$ cat config.mk
export PLATFORM = sky130hd
export DESIGN_NAME = filter_conv_engine
export DESIGN_NICKNAME = d
export VERILOG_FILES = /design/src/rtl/filter_conv_engine.sv
export SDC_FILE = /design/constraint.sdc
export NUM_CORES = 1
export LEC_CHECK = 0
export BUFFER_PORTS_ARGS = -buffer_cell sky130_fd_sc_hd__buf_2
export CAP_MARGIN = 25
export CORE_MARGIN = 2
export CORE_UTILIZATION = 61
export CTS_BUF_LIST = sky130_fd_sc_hd__clkbuf_8
export DETAILED_ROUTE_END_ITERATION = 12
export GPL_TIMING_DRIVEN = 0
export PLACE_DENSITY = 0.8
export SLEW_MARGIN = 20
export SYNTH_ARGS = -nofsm -noshare
export SYNTH_HDL_FRONTEND = slang
export SYNTH_SLANG_ARGS = --single-unit
export TNS_END_PERCENT = 20
$ cat constraint.sdc
create_clock -name clock -period 16.7 [get_ports clock]
set_input_delay 1.67 -clock clock [delete_from_list [all_inputs] [get_ports clock]]
set_output_delay 1.67 -clock clock [all_outputs]
set_load 0.02 [all_outputs]
$ cat src/rtl/filter_conv_engine.sv
// 4-tap causal Q8.8 convolution engine with one shared multiplier (4 cycles per output).
// Optional macro TAIL_FLUSH_EN: after the last input, run 3 zero-input rounds (N+3 outputs).
module filter_conv_engine #(
  parameter int FRAC_BITS     = 8,
  parameter int ADDR_WIDTH    = 10,
  parameter int OUT_BASE_ADDR = 0
) (
  input  logic                  clock,
  input  logic                  clear_n,
  input  logic                  en,
  input  logic                  b_element_ready,
  input  logic [15:0]           b0_element,
  input  logic [15:0]           b1_element,
  input  logic [15:0]           b2_element,
  input  logic [15:0]           b3_element,
  output logic                  m_element_requested,
  input  logic                  m_element_ready,
  input  logic [15:0]           m_element,
  input  logic                  last_m_element,
  output logic [ADDR_WIDTH-1:0] out_memory_address,
  output logic                  out_memory_enable,
  output logic                  out_memory_write,
  output logic [15:0]           out_element,
  output logic                  busy,
  output logic                  done
);

  typedef enum logic [2:0] {
    IDLE, LOAD_B, REQ, WAIT_M, MAC, WRITE, DONE
  } state_t;

  localparam logic [ADDR_WIDTH-1:0] BASE    = ADDR_WIDTH'(OUT_BASE_ADDR);
  localparam logic signed [33:0]    ROUND   = 34'sd1 <<< (FRAC_BITS - 1);
  localparam logic signed [33:0]    SAT_MAX = 34'sd32767;
  localparam logic signed [33:0]    SAT_MIN = -34'sd32768;

  state_t state, state_next;

  logic signed [15:0]     b0_q, b1_q, b2_q, b3_q;
  logic signed [15:0]     x0, x1, x2, x3;
  logic signed [33:0]     acc;
  logic [ADDR_WIDTH-1:0]  index;
  logic [1:0]             tap;
  logic                   last_q;
  logic                   flush_more;

  logic signed [15:0]     tap_b, tap_x;
  logic signed [31:0]     prod;
  logic signed [33:0]     rounded, shifted;
  logic [15:0]            sat_val;

`ifdef TAIL_FLUSH_EN
  logic [1:0] flush_cnt;
  assign flush_more = (flush_cnt != 2'd3);
`else
  assign flush_more = 1'b0;
`endif

  always_ff @(posedge clock) begin
    if (!clear_n) state <= IDLE;
    else          state <= state_next;
  end

  // Handshake: the request is a one-cycle pulse issued in REQ; the manager answers
  // with a one-cycle m_element_ready (data valid that cycle), honoured only in WAIT_M.
  // WAIT_M ignores en so a ready pulse arriving during a stall is never lost.
  always_comb begin
    state_next          = state;
    m_element_requested = 1'b0;
    out_memory_enable   = 1'b0;
    out_memory_write    = 1'b0;
    case (state)
      IDLE:   if (en && b_element_ready) state_next = LOAD_B;
      LOAD_B: if (en) state_next = REQ;
      REQ: begin
        if (en) begin
          m_element_requested = 1'b1;
          state_next          = WAIT_M;
        end
      end
      WAIT_M: if (m_element_ready) state_next = MAC;
      MAC:    if (en && tap == 2'd3) state_next = WRITE;
      WRITE: begin
        if (en) begin
          out_memory_enable = 1'b1;
          out_memory_write  = 1'b1;
          if (!last_q)         state_next = REQ;
          else if (flush_more) state_next = MAC;
          else                 state_next = DONE;
        end
      end
      DONE:    state_next = DONE;
      default: state_next = IDLE;
    endcase
  end

  always_comb begin
    tap_b = b0_q;
    tap_x = x0;
    case (tap)
      2'd1: begin tap_b = b1_q; tap_x = x1; end
      2'd2: begin tap_b = b2_q; tap_x = x2; end
      2'd3: begin tap_b = b3_q; tap_x = x3; end
      default: ;
    endcase
  end

  assign prod    = tap_b * tap_x;
  assign rounded = acc + ROUND;
  assign shifted = rounded >>> FRAC_BITS;

  always_comb begin
    sat_val = shifted[15:0];
    if (shifted > SAT_MAX)      sat_val = 16'h7FFF;
    else if (shifted < SAT_MIN) sat_val = 16'h8000;
  end

  always_ff @(posedge clock) begin
    if (!clear_n) begin
      b0_q   <= '0;
      b1_q   <= '0;
      b2_q   <= '0;
      b3_q   <= '0;
      x0     <= '0;
      x1     <= '0;
      x2     <= '0;
      x3     <= '0;
      acc    <= '0;
      index  <= '0;
      tap    <= '0;
      last_q <= 1'b0;
`ifdef TAIL_FLUSH_EN
      flush_cnt <= '0;
`endif
    end else begin
      case (state)
        LOAD_B: begin
          if (en) begin
            b0_q   <= b0_element;
            b1_q   <= b1_element;
            b2_q   <= b2_element;
            b3_q   <= b3_element;
            x0     <= '0;
            x1     <= '0;
            x2     <= '0;
            x3     <= '0;
            index  <= '0;
            last_q <= 1'b0;
`ifdef TAIL_FLUSH_EN
            flush_cnt <= '0;
`endif
          end
        end
        WAIT_M: begin
          if (m_element_ready) begin
            x0     <= m_element;
            last_q <= last_m_element;
            acc    <= '0;
            tap    <= '0;
          end
        end
        MAC: begin
          if (en) begin
            acc <= acc + {{2{prod[31]}}, prod};
            tap <= tap + 2'd1;
          end
        end
        WRITE: begin
          if (en) begin
            x3    <= x2;
            x2    <= x1;
            x1    <= x0;
            index <= index + 1'b1;
`ifdef TAIL_FLUSH_EN
            // Flush rounds feed zeros through the delay line without a request.
            if (last_q && flush_more) begin
              x0        <= '0;
              acc       <= '0;
              tap       <= '0;
              flush_cnt <= flush_cnt + 2'd1;
            end
`endif
          end
        end
        default: ;
      endcase
    end
  end

  assign out_memory_address = (state == WRITE) ? BASE + index : '0;
  assign out_element        = (state == WRITE) ? sat_val : '0;
  assign busy               = (state != IDLE) && (state != DONE);
  assign done               = (state == DONE);

endmodule

==> results of run 1 <==
cells in the final DEF (no fill, tap or decap), types with 85 or more instances in the layout:
cell type | synthesis | routed
clkbuf_1 | 85 | 85
fa_1 | 263 | 263
ha_1 | 122 | 122
dfxtp_1 | 178 | 178
a22oi_1 | 90 | 90
buf_2 | 0 | 117
nand2_1 | 371 | 371
nor2_1 | 166 | 166
inv_1 | 350 | 351
a21boi_0 | 86 | 86
state kept, by name, indices dropped and copies added, names as in the netlist:
name    flops
acc        34
b0_q       16
b1_q       16
b2_q       16
b3_q       16
x0         16
x1         16
x2         16
x3         16
index      10
state       3
tap         2
last_q      1
power groups by stage:
stage,Combinational (uW),Clock [uW],Sequential [uW]
after floorplan,20.8,0,438
after global placement,43.4,0,439
after detailed placement,44.7,0,439
after CTS,44.9,321,429
after global routing,48.4,337,430
final,46.6,322,429
critical path: cells and delay by family (launching register included):
kind / cells / cell delay (ns)
adders and majority gates: 9 / 4.08
AOI/OAI and AO/OA: 13 / 3.17
buffers and inverters: 8 / 1.75
muxes: 1 / 0.80
and+or+nand+nor: 4 / 0.77
DFF: 1 / 0.52
xor gates and xnor gates: 1 / 0.15
metal layers:
metal | vias to the layer above | part of all wire [%]
met2 | 726 | 47
met3 | 156 | 8.8
met1 | 8250 | 39
li1 | 7728 | -
met5 | - | 0.091
met4 | 2 | 4.2
logic make-up (layout without fill, tap and decap cells):
| group | Yosys count | count (layout) |
|---|---|---|
| compound gates | 403 | 403 |
| xor+xnor | 86 | 86 |
| fa+ha+maj | 385 | 385 |
| buf+inv | 446 | 605 |
| flops | 178 | 178 |
| mux | 42 | 42 |
| other cells | 0 | 1 |
| simple gates | 777 | 777 |
final cells by class:
class / instances / area, sq um
Antenna cell: 1 / 2.50
Buffer: 95 / 360
Clock buffer: 17 / 234
Clock inverter: 15 / 166
Fill cell: 2631 / 10400
Inverter: 351 / 1320
Multi-Input combinational cell: 1693 / 14300
Sequential cell: 178 / 3560
Tap cell: 402 / 503
Timing Repair Buffer: 127 / 661
metrics by stage:
stage / setup WS (ns) / area, sq um / cells / total power, uW
after global routing: 4.85 / 21100 / 2878 / 815
final: 5.37 / 21100 / 2879 / 798
after CTS: 5.60 / 21100 / 2871 / 796
after global placement: 5.77 / 20600 / 2834 / 482
after floorplan: 7.55 / 19600 / 2317 / 459
after detailed placement: 5.65 / 20700 / 2839 / 484
worst paths after layout:
path                         from              endpoint  slack, ns  cells past startpoint
min reg2reg  b1_q[4]$_SDFFE_PN0P_  b1_q[4]$_SDFFE_PN0P_       0.47                      2
max reg2reg   tap[0]$_SDFFE_PN0P_  acc[33]$_SDFFE_PN0P_       5.37                     36
max           tap[0]$_SDFFE_PN0P_  acc[33]$_SDFFE_PN0P_       5.37                     36
min          b1_q[4]$_SDFFE_PN0P_  b1_q[4]$_SDFFE_PN0P_       0.47                      2
==> metrics.txt, run 1 <==
final-report hold violation count 0; crit path max-delay cell type mux2i_1; CTS tree yes; Largest stage delay, worst path around 0.80 ns; WP data required roughly 17 ns; clk sinks between 150 and 200; Layout area overhead 8.01%; largest net degree at the start of global routing 19; Peak VDD IR 0.0481 mV; drt wl/cell roughly 19 microns; Leak a little under 0.01 uW; met2 usage 58.4%; CTS Hold Bufs 0; Rel. slew slack 27.1%; Ports 117; flops & latches, synth approximately 180; Synth area leader fa_1; Syn Nets approximately 2.8k; Post-DRT Antenna Nets 0; Resized cells post-CTS 0; synth unique cells between 60 and 70; Post-Synthesis Cells about 2.3k; skew final about 0.023 ns; Crit path top cell by count fa_1; IO Port Bufs between 100 and 150; drc violations 0; RSZ-0062 raised after global routing false; vias in the first global route 17.5k; GRT Total Usage about a third; Post-synth top cells nand2_1 (371), inv_1 (350), fa_1 (263), dfxtp_1 (178), nor2_1 (166); Seq/Total Area, Yosys between 15 and 20%; CP Class flop to flop; CP max FO 10; DRT Wirelength around 56 mm; Slew @ Worst Pin 1.06 ns; asr flop ratio synth 0%; Top Usage Layer GRT met2; number of setup buffers added after CTS 0; Adder-Cell Fraction of Synth Area between 30% and 40%; Iter 0 DRT Violations between 1k and 1.5k; EDFF count, synth 0; Synth Area in Compound Gates about 14%; CTS max path bufs 2; met3 usage ~7.6%; synth top area cells fa_1 (27%), dfxtp_1 (18%), ha_1 (7.8%); Cell Pwr Density about 38 nW/um^2; Die ar. about 34000 sq um; Most used DFF post-synth dfxtp_1; # nets final just under 3k; worst path arrival time 11.77 ns; P_sw around 230 uW; GRT overflow 0; DR vias/cell 5.86; clock share of power 40.4%; worst hold path type flop to flop; simple-gate share of the synthesized area 17.9%; Post-Synth XOR/XNOR Area 3.85%; CP startpoint kind flop; TritonCTS Buffers 17; Logic pwr share under 10%; detailed placement HPWL approximately 45 mm; row cnt 65; Clock Latency Late Sink approximately 0.5 ns; crit share post-route 67.9%; CTS root buf clkbuf_8; Net Sw Frac 28.6%; hold_ws 0.471 ns; setup TNS 0 ns; DIE HEIGHT between 150 and 200 microns; DR vias between 15k and 20k; max-cap violations 0; Pint ~570 uW; Placer Congestion 0.980; initial antenna violation count 0; DRT Pass-1 Iters 7; H-tree lvl count 4; final setup vio count 0; FMAX 88.2 MHz; outcome finished clean; first-pass GRT wire length approximately 91 mm; share of Yosys cell area claimed by the top area cell type a little over a quarter; yosys warns 0; clk slew on worst S/H paths roughly 0.12 ns; routing usage on met1 44.1%; mux contribution to synthesized area roughly 2.3%; core box area about 32000 sq um; critical path endpoint category flop; Synth Cell Area 19600 sq um; Sequential Power Share a little over half; chip width ~180 microns; syn avg cell area ~8.4 sq um; min Tclk post-route between 10 and 15 ns; largest family of logic cells by synthesized area adder cells; Final Util ~67%; Initial Util 62.0%; Slew Viols, Final 0; share of layout cells above drive strength 1 ~8.1%; top-count cell post-synth nand2_1
Power figures use the tool's default switching activity.
==> inputs of run 2 (changes only) <==
==> constraint.sdc (replaced) <==
create_clock -name clock -period 11.3 [get_ports clock]
set_input_delay 1.13 -clock clock [delete_from_list [all_inputs] [get_ports clock]]
set_output_delay 1.13 -clock clock [all_outputs]
set_load 0.02 [all_outputs]
==> run 2 against run 1 <==
Via count hardly changed. Die area unchanged. Critical path depth is the same. Clock power is 48% higher. Combinational power grew 48%. Fmax up 5.6%. Wire length about the same. Sequential power is 48% higher. Critical path type unchanged. Register-to-register slack lost 4.8 ns. Global-route usage unchanged. Clock skew shrank 0.0011 ns. Sequential cell count is the same. Critical endpoint unchanged.
==> metrics.txt, run 2 (synthesized netlist as in run 1, its figures left out) <==
Final Util 67.0% (+0.11 points); skew final 0.0218 ns (-0.00107 ns); hold_ws 0.472 ns (+0.00189 ns); Crit path top cell by count fa_1; GRT overflow 0 (unchanged); Slew @ Worst Pin 1.16 ns (+0.0959 ns); Net Sw Frac 28.5% (-0.071 points); WP data required 11.73 ns (-5.40 ns); P_sw 336 uW (+47%); share of layout cells above drive strength 1 8.65% (+0.57 points); chip width 183 microns (unchanged); DRT Pass-1 Iters 7 (unchanged); Initial Util 62.0% (unchanged); FMAX 93.2 MHz (+5.6%); R2R Setup Slk 0.57 ns (-4.80 ns); Sequential Power Share 53.8% (about the same); Critical R2R Launch tap[0]$_SDFFE_PN0P_; Peak VDD IR 0.0712 mV (+48%); CTS root buf clkbuf_8; final setup vio count 0 (unchanged); DIE HEIGHT 183 microns (unchanged); Ports 117 (unchanged); clock share of power 40.3% (about the same); core box area 31600 sq um (unchanged); CTS Hold Bufs 0 (unchanged); CTS tree yes; detailed placement HPWL 44.9 mm (unchanged); DR vias/cell 5.86 (about the same); CP max FO 10 (unchanged); max-cap violations 0 (unchanged); PnR worst setup slack 0.567 ns (-4.80 ns); min Tclk post-route 10.73 ns (-0.599 ns); leading cell type in the layout, fill and taps excluded nand2_1; Layout area overhead 8.18%; most frequent cells in the layout nand2_1 (371), inv_1 (351), fa_1 (263); CTS max path bufs 2 (unchanged); Largest stage delay, worst path 0.67 ns (-0.13 ns); DR vias 16.9k (-0.065%); Logic pwr share 5.9% (about the same); Inst Count DP 2839 (unchanged); r2r worst-path depth 36 (unchanged); final-report hold violation count 0 (unchanged); Rel. slew slack 22.7% (-4.4 points); TritonCTS Buffers 17 (unchanged); vias in the first global route 17.5k (unchanged); largest net degree at the start of global routing 19 (unchanged); row cnt 65 (unchanged); crit path max-delay cell type mux2i_1; Leak 0.00963 uW (+0.21%); critical path endpoint category flop; crit share post-route 95.0% (+27 points); GRT Total Usage 35.0% (unchanged); Iter 0 DRT Violations 1358 (+1.4%); number of setup buffers added after CTS 0 (unchanged); first-pass GRT wire length 91.0 mm (unchanged); DRT Wirelength 56.0 mm (about the same); H-tree lvl count 4 (unchanged); initial antenna violation count 0 (unchanged); clk sinks 178 (unchanged); drc violations 0 (unchanged); Setup crit end acc[33]$_SDFFE_PN0P_; Top reg by flops acc; Pint 843 uW (+48%); Placer Congestion 0.980 (unchanged); Cell Count, Final, Fillers Out 2878 (-0.035%); Die ar. 33500 sq um (unchanged); Post-DRT Antenna Nets 0 (unchanged); clk slew on worst S/H paths 0.12 ns (about the same); Clock Latency Late Sink 0.51 ns (about the same); RSZ-0062 raised after global routing false; worst path arrival time 11.17 ns (-0.60 ns); worst hold path type flop to flop; setup TNS 0 ns (unchanged); r2r endpoint acc[33]$_SDFFE_PN0P_; Slew Viols, Final 0 (unchanged); Setup crit start tap[0]$_SDFFE_PN0P_; max reg flops 34 (unchanged); Placement Setup Slack 0.250 ns (-5.40 ns); CP startpoint kind flop; IO Port Bufs 115 (unchanged); CP Class flop to flop; # nets final 2933 (-0.034%); Cell Pwr Density 55.7 nW/um^2 (+47%); outcome finished clean; drt wl/cell 19.4 microns (about the same)
[run 2: worst max-delay path: cells and delay by family (launching register included)]
family          cells  cell delay [ns]
buf+inv             8             1.40
compound gates     13             3.17
fa+ha+maj           9             4.08
simple gates        4             0.68
mux                 1             0.67
flops               1             0.51
xor+xnor            1             0.15
[run 2: how the worst min path moves through the flow]
stage	startpoint	slack (ns)	depth (start not counted)	endpoint
finish	b1_q[4]$_SDFFE_PN0P_	0.47	2	b1_q[4]$_SDFFE_PN0P_
floorplan	b0_q[0]$_SDFFE_PN0P_	0.44	2	b0_q[0]$_SDFFE_PN0P_
global route	b2_q[4]$_SDFFE_PN0P_	0.49	2	b2_q[4]$_SDFFE_PN0P_
CTS	b0_q[0]$_SDFFE_PN0P_	0.47	2	b0_q[0]$_SDFFE_PN0P_
detailed placement	b0_q[0]$_SDFFE_PN0P_	0.45	2	b0_q[0]$_SDFFE_PN0P_
global placement	b0_q[0]$_SDFFE_PN0P_	0.45	2	b0_q[0]$_SDFFE_PN0P_
[run 2: through the flow]
stage / total power, uW / cell area, sq um
final: 1180 / 21200
after global routing: 1200 / 21200
after CTS: 1180 / 21100
after detailed placement: 715 / 20700
after global placement: 713 / 20600
after floorplan: 679 / 19600
[run 2: what timing repair did]
| action | CTS | global route |
|---|---|---|
| gates resized for setup | 0 | 18 |
| endpoints found under the setup margin | 0 | 7 |
| hold endpoints to repair | 0 | 0 |
[run 2: area by class of cell]
cell class / count / area (sq um)
clock buffers: 17 / 234
diodes: 1 / 2.50
flip-flops and latches: 178 / 3560
multi-input cells: 1693 / 14300
plain buffers: 94 / 364
inverters: 351 / 1320
clock inverters: 15 / 166
repair buffers: 127 / 661
well taps: 402 / 503
fillers: 2628 / 10400
[run 2: per-layer routing]
layer | vias up | part of all wire, % | GRT usage, %
li1 | 7723 | - | -
met1 | 8203 | 40 | 44.1
met2 | 773 | 47 | 58.4
met3 | 152 | 8.8 | 7.63
met4 | 0 | 4.1 | 14.9
met5 | - | 0 | 0
[run 2: power groups by stage]
| stage | logic, uW | clock network (uW) | registers [uW] |
|---|---|---|---|
| floorplan | 30.8 | 0 | 648 |
| global placement | 64.2 | 0 | 649 |
| detailed placement | 66.0 | 0 | 649 |
| CTS | 66.3 | 475 | 634 |
| global route | 71.6 | 498 | 635 |
| finish | 69.0 | 475 | 635 |
